[src/rtl/dac_spi_receiver.sv]
// Receive end of the DAC serial port: samples SYNC/SCLK/DIN on dataclk and rebuilds each frame.
// It emits the 16-bit code and the power-down bits as a one-cycle valid word.
//
// state      | meaning
// -----------+------------------------------------------------------------
// IDLE       | waiting for a registered SYNC falling edge while rx_en is high
// SHIFT      | taking DIN on each SCLK fall; an early SYNC rise aborts the frame
// WAIT_HIGH  | frame complete; extra SCLK edges are ignored until SYNC goes high
module dac_spi_receiver #(
    parameter int SYNC_STAGES = 2,
    parameter int FRAME_BITS  = 24
) (
    input  logic        dataclk,
    input  logic        reset,
    input  logic        rx_en,
    input  logic        DAC_SYNC,
    input  logic        DAC_SCLK,
    input  logic        DAC_DIN,
    output logic [15:0] word_out,
    output logic [1:0]  pd_mode,
    output logic        word_valid,
    output logic        frame_error,
    output logic        busy,
    output logic [15:0] frame_count
);

    localparam logic [1:0] ST_IDLE      = 2'd0;
    localparam logic [1:0] ST_SHIFT     = 2'd1;
    localparam logic [1:0] ST_WAIT_HIGH = 2'd2;

    localparam logic [4:0] CNT_LAST = 5'(FRAME_BITS - 1);
    localparam logic [4:0] CNT_FULL = 5'(FRAME_BITS);

    logic [SYNC_STAGES-1:0] sync_pipe;
    logic [SYNC_STAGES-1:0] sclk_pipe;
    logic [SYNC_STAGES-1:0] din_pipe;
    logic                   sync_prev;
    logic                   sclk_prev;

    logic [1:0]             state;
    logic [4:0]             bit_cnt;
    logic [FRAME_BITS-1:0]  shift_reg;

    logic                   sync_cur;
    logic                   sclk_cur;
    logic                   din_cur;
    logic                   sync_fall;
    logic                   sclk_fall;
    logic [FRAME_BITS-1:0]  shift_next;

    assign sync_cur   = sync_pipe[SYNC_STAGES-1];
    assign sclk_cur   = sclk_pipe[SYNC_STAGES-1];
    assign din_cur    = din_pipe[SYNC_STAGES-1];
    assign sync_fall  = sync_prev & ~sync_cur;
    assign sclk_fall  = sclk_prev & ~sclk_cur;
    assign shift_next = {shift_reg[FRAME_BITS-2:0], din_cur};
    assign busy       = (state != ST_IDLE);

    always_ff @(posedge dataclk) begin
        if (reset) begin
            // Pins reset high so the first real low level is the only thing that can look like an edge.
            sync_pipe   <= '1;
            sclk_pipe   <= '1;
            din_pipe    <= '1;
            sync_prev   <= 1'b1;
            sclk_prev   <= 1'b1;
            state       <= ST_IDLE;
            bit_cnt     <= '0;
            shift_reg   <= '0;
            word_out    <= '0;
            pd_mode     <= '0;
            word_valid  <= 1'b0;
            frame_error <= 1'b0;
            frame_count <= '0;
        end else begin
            sync_pipe[0] <= DAC_SYNC;
            sclk_pipe[0] <= DAC_SCLK;
            din_pipe[0]  <= DAC_DIN;
            for (int i = 1; i < SYNC_STAGES; i++) begin
                sync_pipe[i] <= sync_pipe[i-1];
                sclk_pipe[i] <= sclk_pipe[i-1];
                din_pipe[i]  <= din_pipe[i-1];
            end
            sync_prev   <= sync_cur;
            sclk_prev   <= sclk_cur;
            word_valid  <= 1'b0;
            frame_error <= 1'b0;

            if (!rx_en) begin
                state   <= ST_IDLE;
                bit_cnt <= '0;
            end else begin
                case (state)
                    ST_IDLE: begin
                        if (sync_fall) begin
                            state     <= ST_SHIFT;
                            bit_cnt   <= '0;
                            shift_reg <= '0;
                        end
                    end
                    ST_SHIFT: begin
                        // A SYNC rise wins over a coincident SCLK fall.
                        if (sync_cur) begin
                            frame_error <= 1'b1;
                            state       <= ST_IDLE;
                        end else if (sclk_fall) begin
                            shift_reg <= shift_next;
                            if (bit_cnt == CNT_LAST) begin
                                bit_cnt     <= CNT_FULL;
                                word_out    <= shift_next[15:0];
                                pd_mode     <= shift_next[17:16];
                                word_valid  <= 1'b1;
                                frame_count <= frame_count + 16'd1;
                                state       <= ST_WAIT_HIGH;
                            end else begin
                                bit_cnt <= bit_cnt + 5'd1;
                            end
                        end
                    end
                    ST_WAIT_HIGH: begin
                        if (sync_cur) begin
                            state <= ST_IDLE;
                        end
                    end
                    default: state <= ST_IDLE;
                endcase
            end
        end
    end

endmodule

[config.mk]
export PLATFORM = sky130hd
export DESIGN_NAME = dac_spi_receiver
export DESIGN_NICKNAME = d
export VERILOG_FILES = /design/src/rtl/dac_spi_receiver.sv
export SDC_FILE = /design/constraint.sdc
export NUM_CORES = 1
export LEC_CHECK = 0
export CAP_MARGIN = 30
export CORE_MARGIN = 3
export CORE_UTILIZATION = 30
export CTS_BUF_LIST = sky130_fd_sc_hd__clkbuf_2 sky130_fd_sc_hd__clkbuf_4 sky130_fd_sc_hd__clkbuf_8
export DETAILED_ROUTE_END_ITERATION = 10
export PLACE_DENSITY = 0.58
export SLEW_MARGIN = 20
export SYNTH_ARGS = -nofsm -noshare
export SYNTH_HDL_FRONTEND = slang
export SYNTH_SLANG_ARGS = --single-unit
[constraint.sdc]
create_clock -name dataclk -period 2.53 [get_ports dataclk]
set_clock_uncertainty 0.15 [all_clocks]
set_input_delay 0.6325 -clock dataclk [delete_from_list [all_inputs] [get_ports dataclk]]
set_output_delay 0.6325 -clock dataclk [all_outputs]
set_load 0.05 [all_outputs]
* Word-level counts from Yosys, hierarchy flattened
Index checks and enable logic that the tools add are counted.
** Storage, ports and cells
- Bits in registers :: 68
- Bits of input ports :: 6
- Output and inout port bits :: 37
- Logic and storage cells :: 58
** Cells by class
- $add $sub $neg :: 2
- Equality and inequality tests :: 9
- Mux-type cells :: 17
- Bitwise operators :: 7
- Reductions and logical operators :: 10
** Operators with widths (count)
- $mux W17 :: 3
- $pmux W17 S2 :: 1
- $mux W5 :: 4
- $add A16 B1 Y16 const B :: 1
- $mux W2 :: 5
- $pmux W5 S2 :: 1
- $reduce_and A5 Y1 :: 2
- $ne A2 B2 Y1 const B :: 4
- $reduce_and A4 Y1 :: 2
- $ne A3 B3 Y1 const B :: 2
- $pmux W2 S3 :: 1
- $add A5 B1 Y5 const B :: 1
- $eq A5 B5 Y1 const B :: 1
- $not A1 Y1 :: 5
- $reduce_or A5 Y1 :: 1
- $reduce_bool A2 Y1 :: 2
- $reduce_or A3 Y1 :: 1
- $and A1 B1 Y1 :: 2
- $eq A2 B1 Y1 const B :: 1
- $eq A2 B2 Y1 const B :: 1
- $logic_not A2 Y1 :: 1
- $mux W1 :: 2
- $reduce_or A2 Y1 :: 1

* Logic depth before layout (Yosys ltp)
Gate-level depths: netlist of run 1.
- Depth after elaboration :: 5
- Mapped depth :: 7
- Mapped depth without buffers :: 5

* Worst setup path before layout of run 1
OpenSTA, ideal clock, no wires.
- Path kind :: register to register
- Start point :: reg frame_count[0]
- End point :: reg frame_count[12]
- Library setup time :: 0.070 ns
- Data arrival time :: 1.985 ns
- Required time :: 2.310 ns
- Path slack :: 0.324 ns
- Cell stages (with the launch flop) :: 6
- Path buffers :: 0
- Period minus slack after synthesis :: 2.206 ns
- Cell sequence :: dfxtp_1 > ha_1 > nand2_1 > or4_4 > or4_1 > a21oi_1
** On the way
- Word-level cells in the longest chain between the ends :: 1
** Ends and longest elaborated chain
- start: declaration :: RTL line 24 : output logic [15:0] frame_count
- start signal: assignment :: RTL line 113 : frame_count <= frame_count + 16'd1;
- $add A16 B1 Y16 :: RTL line 113
Every way passes these cells.
A chain may end at the register's enable or synchronous reset.

* Worst setup path in the final report of run 1
- Start point :: reg frame_count[8]
- End point :: out frame_count[8]
No word-level cell between the ends.

==> results of run 1 <==
## worst max path at each step
stage	from	end	slack (ps)	depth (start not counted)
floorplan	frame_count[0]	frame_count[12]	320	5
global placement	rx_en	frame_count[15]	-100	5
detailed placement	rx_en	frame_count[15]	-130	5
CTS	frame_count[8]	frame_count[8]	90	1
global route	frame_count[8]	frame_count[8]	30	1
finish	frame_count[8]	frame_count[8]	100	1
## power by group through the flow
stage,combinational (mW),clock [mW],sequential [mW]
4_1_cts,0.0498,1.12,1.08
3_3_place_gp,0.0497,0,1.10
2_1_floorplan,0.0296,0,1.10
6_report,0.0490,1.08,1.08
5_1_grt,0.0548,1.17,1.08
3_5_place_dp,0.0497,0,1.10
## cell usage after synthesis
library cell / count
dfxtp_1: 68
nor2_1: 32
mux2i_1: 19
nand3_1: 18
o21ai_0: 17
a21oi_1: 15
nand2b_1: 12
clkbuf_1: 11
or2_2: 10
nand2_1: 8
or4_1: 8
a22o_1: 7
o31ai_1: 7
or3_1: 6
inv_1: 5
a211oi_1: 3
buf_2: 3
nor3_1: 3
xnor2_1: 3
and4_1: 2
ha_1: 2
nand4_1: 2
or4_4: 2
xor2_1: 2
a21o_1: 1
a22oi_1: 1
a32o_1: 1
buf_6: 1
nand3b_1: 1
nand4b_2: 1
nand4bb_2: 1
nor4_1: 1
or2b_1: 1
or4b_2: 1
## per-stage QoR
step	utilization, %	cells	hold WS [ps]	setup WS [ps]	instance area, um^2
floorplan	-	275	239	324	2630
global placement	38.5	420	248	-102	3230
detailed placement	38.5	420	247	-133	3230
CTS	41.4	436	261	93.2	3470
global route	41.4	436	272	26.0	3470
finish	41.4	436	260	103	3470
## kinds of logic after synthesis
logic type / Yosys count
mux: 19
xor+xnor: 5
simple gates: 109
compound gates: 52
flops: 68
fa+ha+maj: 2
buf+inv: 20
## layer usage
layer	up-vias	wire length (um)	track usage, %
li1	1080	-	-
met1	986	2880	16.9
met2	32	2420	17.0
met3	8	161	2.66
met4	0	107	6.62
met5	-	0	0
## area by class of cell
cell class	count	area share, %
clock inverters	6	3.25
repair buffers	55	15.1
multi-input cells	187	34.3
well taps	105	3.79
inverters	5	0.541
flip-flops and latches	68	39.2
clock buffers	10	3.79
==> results.md, run 1 <==
* Post-synthesis xor/xnor area fraction at 1.66%
* Flop pwr share at 48.8%
* Nets at 334
* VDD IR max at 0.221 mV
* Flip-flop and latch area at 1360 um^2
* Critical Path, Cell by Cell: clkdlybuf4s50_1
* Logic pwr share at 2.2%
* Antenna viol nets, final at 0
* Syn_nets at 283
* Int Power at 1.76 mW
* Largest family of logic cells by synthesized area: simple AND/OR/NAND/NOR gates
* WHS Path Cells at 1
* Hold Startpoint: din_pipe[0]
* Syn. warnings at 0
* CTS tree: yes
* Wire per inst at 12.8 um
* Synth Area in Compound Gates at 12.2%
* RSZ-0062 raised after global routing: no
* Actual slew at the worst max-slew pin at 638 ps
* Die W at 99.7 um
* Longest Clk Path Bufs at 2
* Synth area leaders: dfxtp_1, mux2i_1, nor2_1
* Critical path's largest stage delay at 850 ps
* R2r endpoint: frame_count[15]
* H-tree depth at 3
* Post-route setup TNS at 0 ps
* Setup crit end kind: output port
* Hold Crit Class: reg -> reg
* Rows at 33
* Die Ht at 99.7 um
* Total routed wirelength at 5570 um
* RR Startpoint: bit_cnt[0]
* Adder-Cell Fraction of Synth Area at 0.950%
* CTS buffer count at 9
* Fin. max-slew vios at 0
* Reg-to-reg slack, setup at 310 ps
* Number of antenna violations at the first check in global routing at 0
* Post-Syn Area per Cell at 9.58 um^2
* Power per standard cell area at 637 nW/um^2
* CTS Sinks at 68
* Post-CTS Hold Buffers at 0
* Post-synth top area share at 51.7%
* Delay-heaviest family, CP: buffers and inverters
* Minimum clock period at 2430 ps
* Finish-stage setup viols at 0
* GP Congestion at 0.772
* Area leader, netlist: dfxtp_1
* Max_slew headroom at 57.3%
* FILL cells at 821
* Post-synthesis mux area share at 7.22%
* WP data required at 1750 ps
* Hold violation count in the final report at 0
* Most common cell after layout, fill and taps aside: dfxtp_1
* Outcome: complete, no violations
* Number of gates resized after CTS at 0
* Max Cap Violations at 0
* Via-to-Cell Ratio at 4.83
* GRT overflow at 0
* Core area at 8380 um^2
* Clock network power share at 49.0%
* Share of cells above drive strength 1 at 14.2%
* Reg2Reg Depth at 5
* Via count at 2,106
* Global-route wire length before repair at 9560 um
* DP Wirelength at 3710 um
* Port Buffers at 42
* Hold Crit Endpoint: din_pipe[1]
* Number of buffers and inverters on the critical path at 1
* Number of remaining DRC errors at 0
* Boundary Pins at 43
* Arrival @ worst endpoint at 1640 ps
* Antenna diode count at 0
* Cell variety after synth at 34
* Fmax at 412 MHz
* Sw frac at 20.3%
* Synthesized area at 2630 um^2
* Post-synthesis simple-gate area fraction at 23.0%
* Total GRT Usage at 12.0%
* Max reg flops at 17
* Root Buffer: clkbuf_8
* Vias in the first global route at 1,971
* Crit-path max FO at 7
* CP max stage cell: clkdlybuf4s50_1
* Critical path launch point type: flip-flop
* Largest net degree at the start of global routing at 22
* Initial Util at 31.4%
* Die Footprint at 9940 um^2
* Initial DRC Count at 67
* Area taken by multi-input logic gates at 1190 um^2
* Mapped Cells at 275
* Initial DRT Pass Iterations at 4
* Clk Latency, worst-skew pair at 330 ps
* Leak Pwr at 1.35 nW
* Seq/Total Area, Yosys at 51.7%
* Setup CP Type: reg -> out
* CTS clk-pin slew, worst paths at 70 ps
* Area growth syn-to-layout at 31.7%
* Post-synthesis register bit count at 68
* Total power at 2.21 mW
* Final period util at 95.9%
* Switch Pwr at 0.449 mW
* Most frequent cells in the layout: dfxtp_1, clkdlybuf4s50_1, nor2_1
* Setup repair bufs after CTS at 0
No activity file was read; power rests on OpenSTA's default activity.
==> run 2, diff against run 1 <==
- CTS_BUF_LIST: sky130_fd_sc_hd__clkbuf_2 sky130_fd_sc_hd__clkbuf_4 sky130_fd_sc_hd__clkbuf_8 -> sky130_fd_sc_hd__clkbuf_8
- CTS_CLUSTER_DIAMETER: default -> 200
==> results.md, run 2 (synthesis results as in run 1) <==
* GRT overflow at 0 (unchanged)
* Largest net degree at the start of global routing at 22 (unchanged)
* Via-to-Cell Ratio at 4.83 (about the same)
* Setup CP Type: reg -> out (unchanged)
* Root Buffer: clkbuf_8 (unchanged)
* Fin. max-slew vios at 0 (unchanged)
* Power per standard cell area at 634 nW/um^2 (was 637 nW/um^2)
* Logic pwr share at 2.2% (about the same)
* Reg-to-reg slack, setup at 310 ps (about the same)
* Hold violation count in the final report at 0 (unchanged)
* Vias in the first global route at 1,971 (unchanged)
* Core area at 8380 um^2 (unchanged)
* Total routed wirelength at 5570 um (about the same)
* Number of gates resized after CTS at 0 (unchanged)
* Port Buffers at 42 (unchanged)
* Total power at 2.20 mW (was 2.21 mW)
* Most common cell after layout, fill and taps aside: dfxtp_1 (unchanged)
* Max_slew headroom at 57.3% (unchanged)
* Area taken by multi-input logic gates at 1190 um^2 (unchanged)
* Delay-heaviest family, CP: buffers and inverters (unchanged)
* Die Ht at 99.7 um (unchanged)
* Hold Startpoint: din_pipe[0] (unchanged)
* Max Cap Violations at 0 (unchanged)
* H-tree depth at 3 (unchanged)
* Int Power at 1.75 mW (was 1.76 mW)
* Sw frac at 20.5% (was 20.3%)
* Final period util at 96.0% (was 95.9%)
* RR Startpoint: bit_cnt[0] (unchanged)
* WP data required at 1750 ps (about the same)
* Outcome: complete, no violations (unchanged)
* Die Footprint at 9940 um^2 (unchanged)
* Longest Clk Path Bufs at 2 (unchanged)
* Max reg flops at 17 (unchanged)
* Global-route wire length before repair at 9560 um (unchanged)
* GP Congestion at 0.772 (unchanged)
* CTS Sinks at 68 (unchanged)
* Via count at 2,105 (was 2,106)
* Met1 usage at 16.9% (unchanged)
* CP max stage cell: clkdlybuf4s50_1 (unchanged)
* Number of buffers and inverters on the critical path at 1 (unchanged)
* DP Wirelength at 3710 um (unchanged)
* Minimum clock period at 2430 ps (about the same)
* VDD IR max at 0.222 mV (was 0.221 mV)
* WP depth at 1 (unchanged)
* R2r endpoint: frame_count[15] (unchanged)
* Finish-stage setup viols at 0 (unchanged)
* DP Worst Slack at -133 ps (unchanged)
* Antenna viol nets, final at 0 (unchanged)
* Clock network power share at 48.7% (was 49.0%)
* Routing usage on met2 at 17.0% (unchanged)
* Cell total after placement at 420 (unchanged)
* Total GRT Usage at 12.0% (unchanged)
* Flop pwr share at 49.1% (was 48.8%)
* Boundary Pins at 43 (unchanged)
* Critical Path, Cell by Cell: clkdlybuf4s50_1 (unchanged)
* Initial Util at 31.4% (unchanged)
* Post-CTS Hold Buffers at 0 (unchanged)
* Number of antenna violations at the first check in global routing at 0 (unchanged)
* Setup repair bufs after CTS at 0 (unchanged)
* Switch Pwr at 0.450 mW (was 0.449 mW)
* Met3 Usage GRT at 2.66% (unchanged)
* CTS clk-pin slew, worst paths at 70 ps (about the same)
* WHS Path Cells at 1 (unchanged)
* WHS at 260 ps (about the same)
* Actual slew at the worst max-slew pin at 638 ps (about the same)
* Die W at 99.7 um (unchanged)
* Nets at 334 (unchanged)
* Antenna diode count at 0 (unchanged)
* Hold Crit Endpoint: din_pipe[1] (unchanged)
* Leak Pwr at 1.35 nW (about the same)
* Number of remaining DRC errors at 0 (unchanged)
* Critical path's largest stage delay at 850 ps (about the same)
* Initial DRT Pass Iterations at 4 (unchanged)
* Arrival @ worst endpoint at 1650 ps (was 1640 ps)
* Share of cells above drive strength 1 at 13.9% (was 14.2%)
* Setup crit end kind: output port (unchanged)
* Crit-path max FO at 7 (unchanged)
* Reg2Reg Depth at 5 (unchanged)
* CTS buffer count at 9 (unchanged)
* Setup WS post-layout at 101 ps (was 103 ps)
* Clk Latency, worst-skew pair at 340 ps (was 330 ps)
* Most frequent cells in the layout: dfxtp_1, clkdlybuf4s50_1, nor2_1 (unchanged)
* Initial DRC Count at 67 (unchanged)
* Critical path launch point type: flip-flop (unchanged)
* RSZ-0062 raised after global routing: no (unchanged)
* Hold Crit Class: reg -> reg (unchanged)
* Flip-flop and latch area at 1360 um^2 (unchanged)
* Wire per inst at 12.8 um (about the same)
* FILL cells at 823 (was 821)
* Rows at 33 (unchanged)
* Gr busiest metal: met2 (unchanged)
* Final Instance Count excl. Fillers at 436 (unchanged)
* Area growth syn-to-layout at 31.6% (was 31.7%)
* CTS tree: yes (unchanged)
* Fmax at 412 MHz (about the same)
## run 2: changes by cell type in the layout (fill, tap and decap cells not counted), sizes merged
cell / before / now
inv: 5 / 6
clkbuf: 10 / 9
## run 2: cell type report
class | count | area share [%]
well taps | 105 | 3.79
repair buffers | 55 | 15.1
clock inverters | 7 | 3.36
inverters | 5 | 0.542
multi-input cells | 187 | 34.4
flip-flops and latches | 68 | 39.3
clock buffers | 9 | 3.57
## run 2: worst max-delay path by stage
stage / from / to
after floorplan: frame_count[0] / frame_count[12]
after global placement: rx_en / frame_count[15]
after detailed placement: rx_en / frame_count[15]
after CTS: frame_count[8] / frame_count[8]
after global routing: frame_count[8] / frame_count[8]
final: frame_count[8] / frame_count[8]
## run 2: power groups by stage
stage	registers [mW]	logic (mW)	clock network (mW)
2_1_floorplan	1.10	0.0296	0
3_3_place_gp	1.10	0.0497	0
3_5_place_dp	1.10	0.0497	0
4_1_cts	1.08	0.0498	1.11
5_1_grt	1.08	0.0548	1.15
6_report	1.08	0.0490	1.07
## run 2: worst reg2reg max path, delay by kind of cell (launching register included)
family | cells | cell delay (ps)
flops | 1 | 390
simple gates | 3 | 1250
compound gates | 1 | 150
fa+ha+maj | 1 | 230
## run 2: metrics by stage
step	area [um^2]	utilization (%)	setup TNS, ps
finish	3470	41.3	0
detailed placement	3230	38.5	-1090
global placement	3230	38.5	-600
floorplan	2630	-	0
global route	3470	41.3	0
CTS	3470	41.3	0
## run 2: per-layer routing
metal	part of all wire, %	up-vias	wire (um)
met5	0	-	0
met4	1.9	0	107
met3	3.1	8	174
met2	43	34	2420
met1	51	983	2870
li1	-	1080	-
==> run 3, diff against run 2 <==
- SETUP_SLACK_MARGIN: default -> 0.02
==> results of run 3 <==
Same layout as run 2: the final DEF is identical, and so are final timing and power.
